===== src/rtl/parking_zone_if.sv =====
// Gate-side event bus and status returned by the parking zone controller.
// master drives the sensor/capacity events, slave is the controller.
interface parking_zone_if #(
  parameter int ZONES  = 2,
  parameter int CNT_W  = 10,
  parameter int ZIDX_W = 1
);
  logic                    enable;
  logic                    car_entered;
  logic [ZIDX_W-1:0]       entry_zone;
  logic                    car_exited;
  logic [ZIDX_W-1:0]       exit_zone;
  logic                    cap_wr;
  logic [ZIDX_W-1:0]       cap_zone;
  logic [CNT_W-1:0]        cap_value;
  logic [ZONES*CNT_W-1:0]  parked_cars;
  logic [ZONES*CNT_W-1:0]  vacated_space;
  logic [ZONES-1:0]        is_vacated_space;
  logic                    entry_grant;
  logic [ZIDX_W-1:0]       granted_zone;
  logic                    entry_deny;
  logic                    no_car_error;
  logic                    capacity_error;
  logic                    zone_error;

  modport master (
    output enable, car_entered, entry_zone, car_exited, exit_zone,
           cap_wr, cap_zone, cap_value,
    input  parked_cars, vacated_space, is_vacated_space, entry_grant,
           granted_zone, entry_deny, no_car_error, capacity_error, zone_error
  );

  modport slave (
    input  enable, car_entered, entry_zone, car_exited, exit_zone,
           cap_wr, cap_zone, cap_value,
    output parked_cars, vacated_space, is_vacated_space, entry_grant,
           granted_zone, entry_deny, no_car_error, capacity_error, zone_error
  );
endinterface


===== src/rtl/parking_zone_ctrl.sv =====
// Multi-zone parking occupancy controller: per-zone counts with run-time capacities,
// entry grant/deny with optional spill into zone 0, registered status and error pulses.
module parking_zone_ctrl #(
  parameter int ZONES       = 2,
  parameter int CNT_W       = 10,
  parameter int ZIDX_W      = 1,
  parameter int DEFAULT_CAP = 500,
  parameter bit SPILL       = 1'b1
) (
  input logic           clk,
  input logic           reset_n,
  parking_zone_if.slave bus
);
  localparam int                NSLOT = 1 << ZIDX_W;
  localparam logic [CNT_W-1:0]  DCAP  = CNT_W'(DEFAULT_CAP);
  localparam logic [ZIDX_W:0]   ZLIM  = (ZIDX_W+1)'(ZONES);

  function automatic logic in_range(input logic [ZIDX_W-1:0] idx);
    return {1'b0, idx} < ZLIM;
  endfunction

  function automatic logic has_space(input logic [CNT_W-1:0] cnt, input logic [CNT_W-1:0] cap);
    return cnt < cap;
  endfunction

  logic [CNT_W-1:0]       cnt_p0 [NSLOT];
  logic [CNT_W-1:0]       cap_p0 [NSLOT];
  logic                   grant_p0, deny_p0, nce_p0, cerr_p0, zerr_p0;
  logic [ZIDX_W-1:0]      gz_p0;

  logic [CNT_W-1:0]       cnt_p1 [NSLOT];
  logic [CNT_W-1:0]       cap_p1 [NSLOT];
  logic [ZONES*CNT_W-1:0] vac_p1;
  logic [ZONES-1:0]       isvac_p1;
  logic                   grant_p1, deny_p1, nce_p1, cerr_p1, zerr_p1;
  logic [ZIDX_W-1:0]      gz_p1;
  logic [ZONES*CNT_W-1:0] parked;

  // Stage p0: resolve exit, then entry against the post-exit count, then capacity write
  // against the post-event count.
  always_comb begin
    cnt_p0   = cnt_p1;
    cap_p0   = cap_p1;
    grant_p0 = 1'b0;
    deny_p0  = 1'b0;
    gz_p0    = '0;
    nce_p0   = 1'b0;
    cerr_p0  = 1'b0;
    zerr_p0  = 1'b0;

    if (bus.enable && bus.car_exited) begin
      if (!in_range(bus.exit_zone))
        zerr_p0 = 1'b1;
      else if (cnt_p0[bus.exit_zone] == '0)
        nce_p0 = 1'b1;
      else
        cnt_p0[bus.exit_zone] = cnt_p0[bus.exit_zone] - 1'b1;
    end

    if (bus.enable && bus.car_entered) begin
      if (!in_range(bus.entry_zone)) begin
        zerr_p0 = 1'b1;
      end else if (has_space(cnt_p0[bus.entry_zone], cap_p0[bus.entry_zone])) begin
        cnt_p0[bus.entry_zone] = cnt_p0[bus.entry_zone] + 1'b1;
        grant_p0 = 1'b1;
        gz_p0    = bus.entry_zone;
      end else if (SPILL && (bus.entry_zone != '0) && has_space(cnt_p0[0], cap_p0[0])) begin
        cnt_p0[0] = cnt_p0[0] + 1'b1;
        grant_p0  = 1'b1;
      end else begin
        deny_p0 = 1'b1;
      end
    end

    // Capacity writes are not gated by enable so reprogramming works while the gates are idle.
    if (bus.cap_wr) begin
      if (!in_range(bus.cap_zone))
        zerr_p0 = 1'b1;
      else if (bus.cap_value >= cnt_p0[bus.cap_zone])
        cap_p0[bus.cap_zone] = bus.cap_value;
      else
        cerr_p0 = 1'b1;
    end
  end

  // Stage p1: state and every output registered together.
  always_ff @(posedge clk) begin
    if (!reset_n) begin
      for (int z = 0; z < NSLOT; z++) begin
        cnt_p1[z] <= '0;
        cap_p1[z] <= DCAP;
      end
      for (int z = 0; z < ZONES; z++)
        vac_p1[z*CNT_W +: CNT_W] <= DCAP;
      isvac_p1 <= {ZONES{DCAP != '0}};
      grant_p1 <= 1'b0;
      deny_p1  <= 1'b0;
      gz_p1    <= '0;
      nce_p1   <= 1'b0;
      cerr_p1  <= 1'b0;
      zerr_p1  <= 1'b0;
    end else begin
      cnt_p1 <= cnt_p0;
      cap_p1 <= cap_p0;
      for (int z = 0; z < ZONES; z++) begin
        vac_p1[z*CNT_W +: CNT_W] <= cap_p0[z] - cnt_p0[z];
        isvac_p1[z]              <= cap_p0[z] != cnt_p0[z];
      end
      grant_p1 <= grant_p0;
      deny_p1  <= deny_p0;
      gz_p1    <= gz_p0;
      nce_p1   <= nce_p0;
      cerr_p1  <= cerr_p0;
      zerr_p1  <= zerr_p0;
    end
  end

  always_comb begin
    parked = '0;
    for (int z = 0; z < ZONES; z++)
      parked[z*CNT_W +: CNT_W] = cnt_p1[z];
  end

  assign bus.parked_cars      = parked;
  assign bus.vacated_space    = vac_p1;
  assign bus.is_vacated_space = isvac_p1;
  assign bus.entry_grant      = grant_p1;
  assign bus.granted_zone     = gz_p1;
  assign bus.entry_deny       = deny_p1;
  assign bus.no_car_error     = nce_p1;
  assign bus.capacity_error   = cerr_p1;
  assign bus.zone_error       = zerr_p1;
endmodule


===== src/flat_wrapper.sv =====
// flat-port wrapper written by rule: the top's interface ports become plain ports
module parking_zone_ctrl_flat 
#(
  parameter int ZONES       = 2,
  parameter int CNT_W       = 10,
  parameter int ZIDX_W      = 1,
  parameter int DEFAULT_CAP = 500,
  parameter bit SPILL       = 1'b1
)
  (clk, reset_n, bus_enable, bus_car_entered, bus_entry_zone, bus_car_exited, bus_exit_zone, bus_cap_wr, bus_cap_zone, bus_cap_value, bus_parked_cars, bus_vacated_space, bus_is_vacated_space, bus_entry_grant, bus_granted_zone, bus_entry_deny, bus_no_car_error, bus_capacity_error, bus_zone_error);
  parking_zone_if #(.ZONES(ZONES), .CNT_W(CNT_W), .ZIDX_W(ZIDX_W)) bus_i ();
  input logic clk;
  input logic reset_n;
  input wire logic [$bits(bus_i.enable)-1:0] bus_enable;
  input wire logic [$bits(bus_i.car_entered)-1:0] bus_car_entered;
  input wire logic [$bits(bus_i.entry_zone)-1:0] bus_entry_zone;
  input wire logic [$bits(bus_i.car_exited)-1:0] bus_car_exited;
  input wire logic [$bits(bus_i.exit_zone)-1:0] bus_exit_zone;
  input wire logic [$bits(bus_i.cap_wr)-1:0] bus_cap_wr;
  input wire logic [$bits(bus_i.cap_zone)-1:0] bus_cap_zone;
  input wire logic [$bits(bus_i.cap_value)-1:0] bus_cap_value;
  output wire logic [$bits(bus_i.parked_cars)-1:0] bus_parked_cars;
  output wire logic [$bits(bus_i.vacated_space)-1:0] bus_vacated_space;
  output wire logic [$bits(bus_i.is_vacated_space)-1:0] bus_is_vacated_space;
  output wire logic [$bits(bus_i.entry_grant)-1:0] bus_entry_grant;
  output wire logic [$bits(bus_i.granted_zone)-1:0] bus_granted_zone;
  output wire logic [$bits(bus_i.entry_deny)-1:0] bus_entry_deny;
  output wire logic [$bits(bus_i.no_car_error)-1:0] bus_no_car_error;
  output wire logic [$bits(bus_i.capacity_error)-1:0] bus_capacity_error;
  output wire logic [$bits(bus_i.zone_error)-1:0] bus_zone_error;
  assign bus_i.enable = bus_enable;
  assign bus_i.car_entered = bus_car_entered;
  assign bus_i.entry_zone = bus_entry_zone;
  assign bus_i.car_exited = bus_car_exited;
  assign bus_i.exit_zone = bus_exit_zone;
  assign bus_i.cap_wr = bus_cap_wr;
  assign bus_i.cap_zone = bus_cap_zone;
  assign bus_i.cap_value = bus_cap_value;
  assign bus_parked_cars = bus_i.parked_cars;
  assign bus_vacated_space = bus_i.vacated_space;
  assign bus_is_vacated_space = bus_i.is_vacated_space;
  assign bus_entry_grant = bus_i.entry_grant;
  assign bus_granted_zone = bus_i.granted_zone;
  assign bus_entry_deny = bus_i.entry_deny;
  assign bus_no_car_error = bus_i.no_car_error;
  assign bus_capacity_error = bus_i.capacity_error;
  assign bus_zone_error = bus_i.zone_error;
  parking_zone_ctrl #(.ZONES(ZONES), .CNT_W(CNT_W), .ZIDX_W(ZIDX_W), .DEFAULT_CAP(DEFAULT_CAP), .SPILL(SPILL)) u_core (.clk(clk), .reset_n(reset_n), .bus(bus_i));
endmodule

===== config.mk =====
export PLATFORM = sky130hd
export DESIGN_NAME = parking_zone_ctrl_flat
export DESIGN_NICKNAME = d
export VERILOG_FILES = /design/src/rtl/parking_zone_if.sv /design/src/rtl/parking_zone_ctrl.sv /design/src/flat_wrapper.sv
export SDC_FILE = /design/constraint.sdc
export NUM_CORES = 1
export LEC_CHECK = 0
export CAP_MARGIN = 20
export CORE_MARGIN = 3
export CORE_UTILIZATION = 40
export CTS_CLUSTER_DIAMETER = 50
export CTS_CLUSTER_SIZE = 16
export DETAILED_ROUTE_END_ITERATION = 8
export PLACE_DENSITY = 0.65
export SKIP_CTS_REPAIR_TIMING = 1
export SLEW_MARGIN = 10
export SYNTH_ARGS = -nofsm -noshare
export SYNTH_HDL_FRONTEND = slang
export SYNTH_SLANG_ARGS = --single-unit

===== constraint.sdc =====
create_clock -name clk -period 15.4 [get_ports clk]
set_input_delay 3.85 -clock clk [delete_from_list [all_inputs] [get_ports clk]]
set_output_delay 3.85 -clock clk [all_outputs]
set_load 0.05 [all_outputs]

; Word-level counts from Yosys, hierarchy flattened
; Cells that the tools add are included.
[totals]
ff_bits = 67
inputBits = 19
out_inout_bits = 48
elab_cells = 78
[op_classes]
n_addsub = 5
n_lt_le_gt_ge = 9
n_eq_ne = 2
n_mux = 34
bitwise_logic = 5
reduce_logical = 12
[op_table]
columns = op, count
row1 = 10-bit two-way mux, 18
row2 = 20-bit two-way mux, 5
row3 = 20-bit bitwise mux, 3
row4 = 10-bit demux with 1-bit select, 3
row5 = "10-bit by 1-bit adder with 10-bit output, second input constant", 2
row6 = 10-bit < comparator, 2
row7 = 10-bit != test, 2
row8 = 10-bit subtractor, 2
row9 = 10-bit >= comparator, 1
row10 = 10-bit logical NOT, 1
row11 = "10-bit by 1-bit subtractor with 10-bit output, second input constant", 1
row12 = "2-bit >= comparator, second input constant", 3
row13 = 1-bit logical AND, 6
row14 = "2-bit by 1-bit < comparator with 1-bit output, second input constant", 3
row15 = 1-bit inverter with 2-bit output, 3
row16 = 2-bit AND reduction, 3
row17 = 1-bit two-way mux, 5
row18 = 3-bit AND reduction, 1
row19 = 3-bit OR reduction, 1
row20 = 1-bit inverter, 2

; Depth between registers and ports, before layout
; Gate-level depths: netlist (run 1).
[depth]
depth_word = 22
mapped_depth = 48
mapped_depth_nobuf = 41

; Worst setup path after synthesis (run 1)
; OpenSTA, ideal clock, no wires.
[synth_timing]
kind = input to register
startpoint = input port bus_exit_zone
endpoint = register u_core.vac_p1[9], in the netlist u_core.bus.vacated_space[9]
setup_time_ns = 0.115
arrival_ns = 13.283
required_time_ns = 15.285
setup_slack_ns = 2.002
cell_stages = 47
n_path_buf = 7
path_cell_list = buf_1 clkbuf_1 buf_1 buf_1 mux2i_1 ha_1 nor4b_1 a31o_2 buf_2 a31o_2 clkbuf_1 nor3_1 xor2_1 nor2_1 a21oi_1 ha_1 a21oi_1 o21ai_0 [... 11 more ...] a21oi_1 a21oi_1 nor3b_1 clkbuf_1 nand2_1 o21ai_0 ha_1 nor2b_1 o21ai_0 a21oi_1 o21ai_0 a21boi_0 o21a_1 nor2_1 o21ai_0 xnor2_1 xnor2_1 and2_1
[synth_rtl]
columns = item, line
row1 = start: declaration, flat_wrapper.sv:18  ; input wire logic [$bits(bus_i.exit_zone)-1:0] bus_exit_zone;
row2 = end signal: indexed assignment, parking_zone_ctrl.sv:106  ; vac_p1[z*CNT_W +: CNT_W] <= cap_p0[z] - cnt_p0[z];
row3 = end: declaration, parking_zone_ctrl.sv:33  ; logic [ZONES*CNT_W-1:0] vac_p1;

==> impl_metrics.json, run 1 <==
{
  "r2r-end": "u_core.bus.vacated_space[9]",
  "syn-cell-area_um2": 5310,
  "synthCells": 672,
  "timing.final.crit_share_pct": 92.9,
  "multi_input_area_um2": 3700,
  "clock-sinks": 67,
  "clkPwrFrac_pct": 31.3,
  "cpMaxStageDelayCell": "clkdlybuf4s50_1",
  "seq_area_frac_synth_pct": 25.3,
  "rrSetupSlack_ns": 5.23,
  "powerDensity_nw_per_um2": 128,
  "avgRoutedWirePerCell_um": 18.8,
  "relSlewSlack_pct": 33.0,
  "seq_area_um2": 1340,
  "fin_tns_setup_ns": 0,
  "cp.arrival_ns": 14.54,
  "synth_fp_nets": 742,
  "power_uw": 826,
  "ir_drop_mv": 0.0935,
  "leakage_uw": 0.00271,
  "worstPathMaxFanout": 26,
  "drt_first_iter_violations": 398,
  "fp.coreArea_um2": 12800,
  "area_growth_pct": 21.9,
  "status": "finished, final reports clean",
  "synth_top_family_by_area": "simple AND/OR/NAND/NOR gates",
  "worst_pin_slew_ns": 1.00,
  "rows": 41,
  "die_x_um": 121,
  "finalHoldViolCount": 0,
  "clockBufferDepth": 2,
  "grtUsageTotal_pct": 23.6,
  "end_kind": "register",
  "via_per_inst": 5.61,
  "grt_setup_unrepaired": "false",
  "yosys.area_share.simple_pct": 24.8,
  "maxCapViolCount": 0,
  "startpoint": "bus_exit_zone",
  "ant_nets": 0,
  "crit_top_cell": "o21ai_0",
  "grt_max_degree": 48,
  "setup_viol": 0,
  "die-area_um2": 14700,
  "synth_compound_area_share_pct": 17.3,
  "first_pass_iters": 4,
  "port_buffers": 65,
  "final_layout_size_suffix_gt1_share_pct": 9.17,
  "r2r-start": "u_core.bus.parked_cars[0]",
  "grt_pass1_wl_um": 27200,
  "diodes": 0,
  "timing.hold.ws_ns": 0.567,
  "clk_latency_ns": 0.33,
  "switching_power_uw": 322,
  "cp-endpoint": "u_core.bus.vacated_space[9]",
  "min_path_type": "reg2reg",
  "async_flop_share_pct": 0,
  "start_kind": "primary input",
  "synthMuxAreaShare_pct": 8.08,
  "setup.worst_path.class": "in2reg",
  "antenna_found_initial": 0,
  "dp_hpwl_um": 13300,
  "comb_power_share_pct": 42.8,
  "worst-r2r-cell-count": 38,
  "netSwitchingFraction_pct": 39.0,
  "drcViolationCount": 0,
  "skew_ns": 0.00721,
  "period_needed_ns": 14.31,
  "nFillCells": 1205,
  "ys.flop_type": "dfxtp_1",
  "numCtsBuffers": 9,
  "nets": 796,
  "yosysWarningCount": 0,
  "synthAdderAreaFrac_pct": 12.3,
  "p_int_uw": 504,
  "path_clk_slew_ns": 0.06,
  "gp_congestion": 0.989,
  "initial_core_util_pct": 41.6,
  "crit_required_ns": 15.63,
  "syn_area_per_cell_um2": 7.90,
  "drt-total-wl_um": 17000,
  "grt_pass1_vias": 5085,
  "ys_ff_latch": 67,
  "seqPwrFrac_pct": 25.9,
  "cts-root-buf": "clkbuf_16",
  "cts_tree": "yes",
  "num_vias": 5066,
  "slowest_delay_ns": 1.03,
  "synth-edff-count": 0,
  "htree_levels": 3,
  "ys_types": 70,
  "globalRouteOverflowTotal": 0,
  "synthXorXnorAreaFrac_pct": 6.91,
  "fmax_mhz": 69.9,
  "boundaryPins": 67,
  "die_h_um": 121,
  "drv_slew": 0
}
[per-layer routing]
metal  GRT usage, %  wire length (um)
met3           4.57              1160
met5              0                 0
met2           36.9              7640
met4           8.19               491
met1           32.6              7690
[metrics by stage]
stage | worst slack [ns] | instances | util, % | cell area [um2]
4_1_cts | 1.25 | 903 | 50.7 | 6470
2_1_floorplan | 2.00 | 672 | - | 5310
5_1_grt | 0.0223 | 903 | 50.7 | 6470
6_report | 1.09 | 903 | 50.7 | 6470
3_3_place_gp | 1.32 | 887 | 47.7 | 6100
3_5_place_dp | 0.952 | 887 | 47.7 | 6100
[power by group through the flow]
stage	clock network (uW)	registers (uW)	logic, uW
after global routing	270	216	385
after global placement	0	217	347
after detailed placement	0	217	349
after CTS	263	214	352
final	259	214	354
after floorplan	0	279	183
[final cells by class]
| class | instances | share of cell area (%) |
|---|---|---|
| multi-input cells | 534 | 57.1 |
| flip-flops and latches | 67 | 20.7 |
| repair buffers | 69 | 10.4 |
| clock buffers | 10 | 3.69 |
| well taps | 172 | 3.32 |
| inverters | 45 | 2.61 |
| clock inverters | 6 | 2.11 |
[synthesized netlist by cell type, types with 12 or more instances]
| master | n | area (um2) |
|---|---|---|
| dfxtp_1 | 67 | 1340 |
| nand2_1 | 66 | 248 |
| nor2_1 | 65 | 244 |
| ha_1 | 49 | 613 |
| inv_1 | 45 | 169 |
| a21oi_1 | 40 | 200 |
| o21ai_0 | 39 | 195 |
| mux2i_1 | 26 | 260 |
| xnor2_1 | 24 | 210 |
| clkbuf_1 | 16 | 60.1 |
| xor2_1 | 16 | 140 |
| and2_1 | 15 | 93.8 |
| mux2_2 | 15 | 169 |
| nand4_1 | 14 | 87.6 |
| or2_2 | 14 | 87.6 |
| nor3_1 | 12 | 60.1 |
[critical path, delay by kind of cell]
kind            cells  cell delay (ns)
compound gates     18             4.34
xor+xnor            3             0.45
fa+ha+maj           3             1.01
buf+inv             3             1.36
mux                 1             0.29
simple gates        9             3.23
[flip-flops by register name (all words and copies together), names as in the netlist]
name	cells
u_core.bus.parked_cars	20
u_core.bus.vacated_space	20
u_core.cap_p1	20
u_core.bus.is_vacated_space	2
u_core.bus.capacity_error	1
u_core.bus.entry_deny	1
u_core.bus.entry_grant	1
u_core.bus.granted_zone	1
u_core.bus.no_car_error	1
[how the worst min path moves through the flow]
stage / startpoint / to / slack (ns) / cells past startpoint
6_report: u_core.cap_p1[0] / u_core.cap_p1[0] / 0.57 / 2
5_1_grt: u_core.cap_p1[9] / u_core.cap_p1[9] / 0.61 / 2
4_1_cts: u_core.cap_p1[9] / u_core.cap_p1[9] / 0.55 / 2
3_5_place_dp: u_core.cap_p1[9] / u_core.cap_p1[9] / 0.54 / 2
3_3_place_gp: u_core.cap_p1[0] / u_core.cap_p1[0] / 0.54 / 2
2_1_floorplan: u_core.cap_p1[0] / u_core.cap_p1[0] / 0.49 / 2
[kinds of logic after synthesis]
| group | count (synthesis) |
|---|---|
| and+or+nand+nor | 256 |
| buffers and inverters | 71 |
| muxes | 41 |
| DFF | 67 |
| xor gates and xnor gates | 41 |
| AOI/OAI and AO/OA | 144 |
| other | 1 |
| adders and majority gates | 51 |
[layout by cell type, fill, tap and decap left out, types with 6 or more instances in the layout]
cell and instances:
dfxtp_1 67, nand2_1 66, nor2_1 65, clkdlybuf4s50_1 64
ha_1 49, inv_1 45, a21oi_1 40, o21ai_0 39
mux2i_1 26, xnor2_1 24, xor2_1 16, and2_1 15
mux2_2 15, or2_2 14, nand4_1 14, nor3_1 12
nand2b_1 10, clkbuf_16 9, nor4_1 8, nand3_1 8
a21o_1 8, and3_1 8, nor2b_1 6, or3_1 6
(Power assumes the default switching activity.)
==> run 2: changes to the inputs <==
--- a/config.mk
+++ b/config.mk
@@ -17,3 +17,4 @@
 export SYNTH_ARGS = -nofsm -noshare
 export SYNTH_HDL_FRONTEND = slang
 export SYNTH_SLANG_ARGS = --single-unit
+export TNS_END_PERCENT = 30
==> results of run 2 <==
Same layout as run 1: the final DEF is identical, and so are final timing and power.
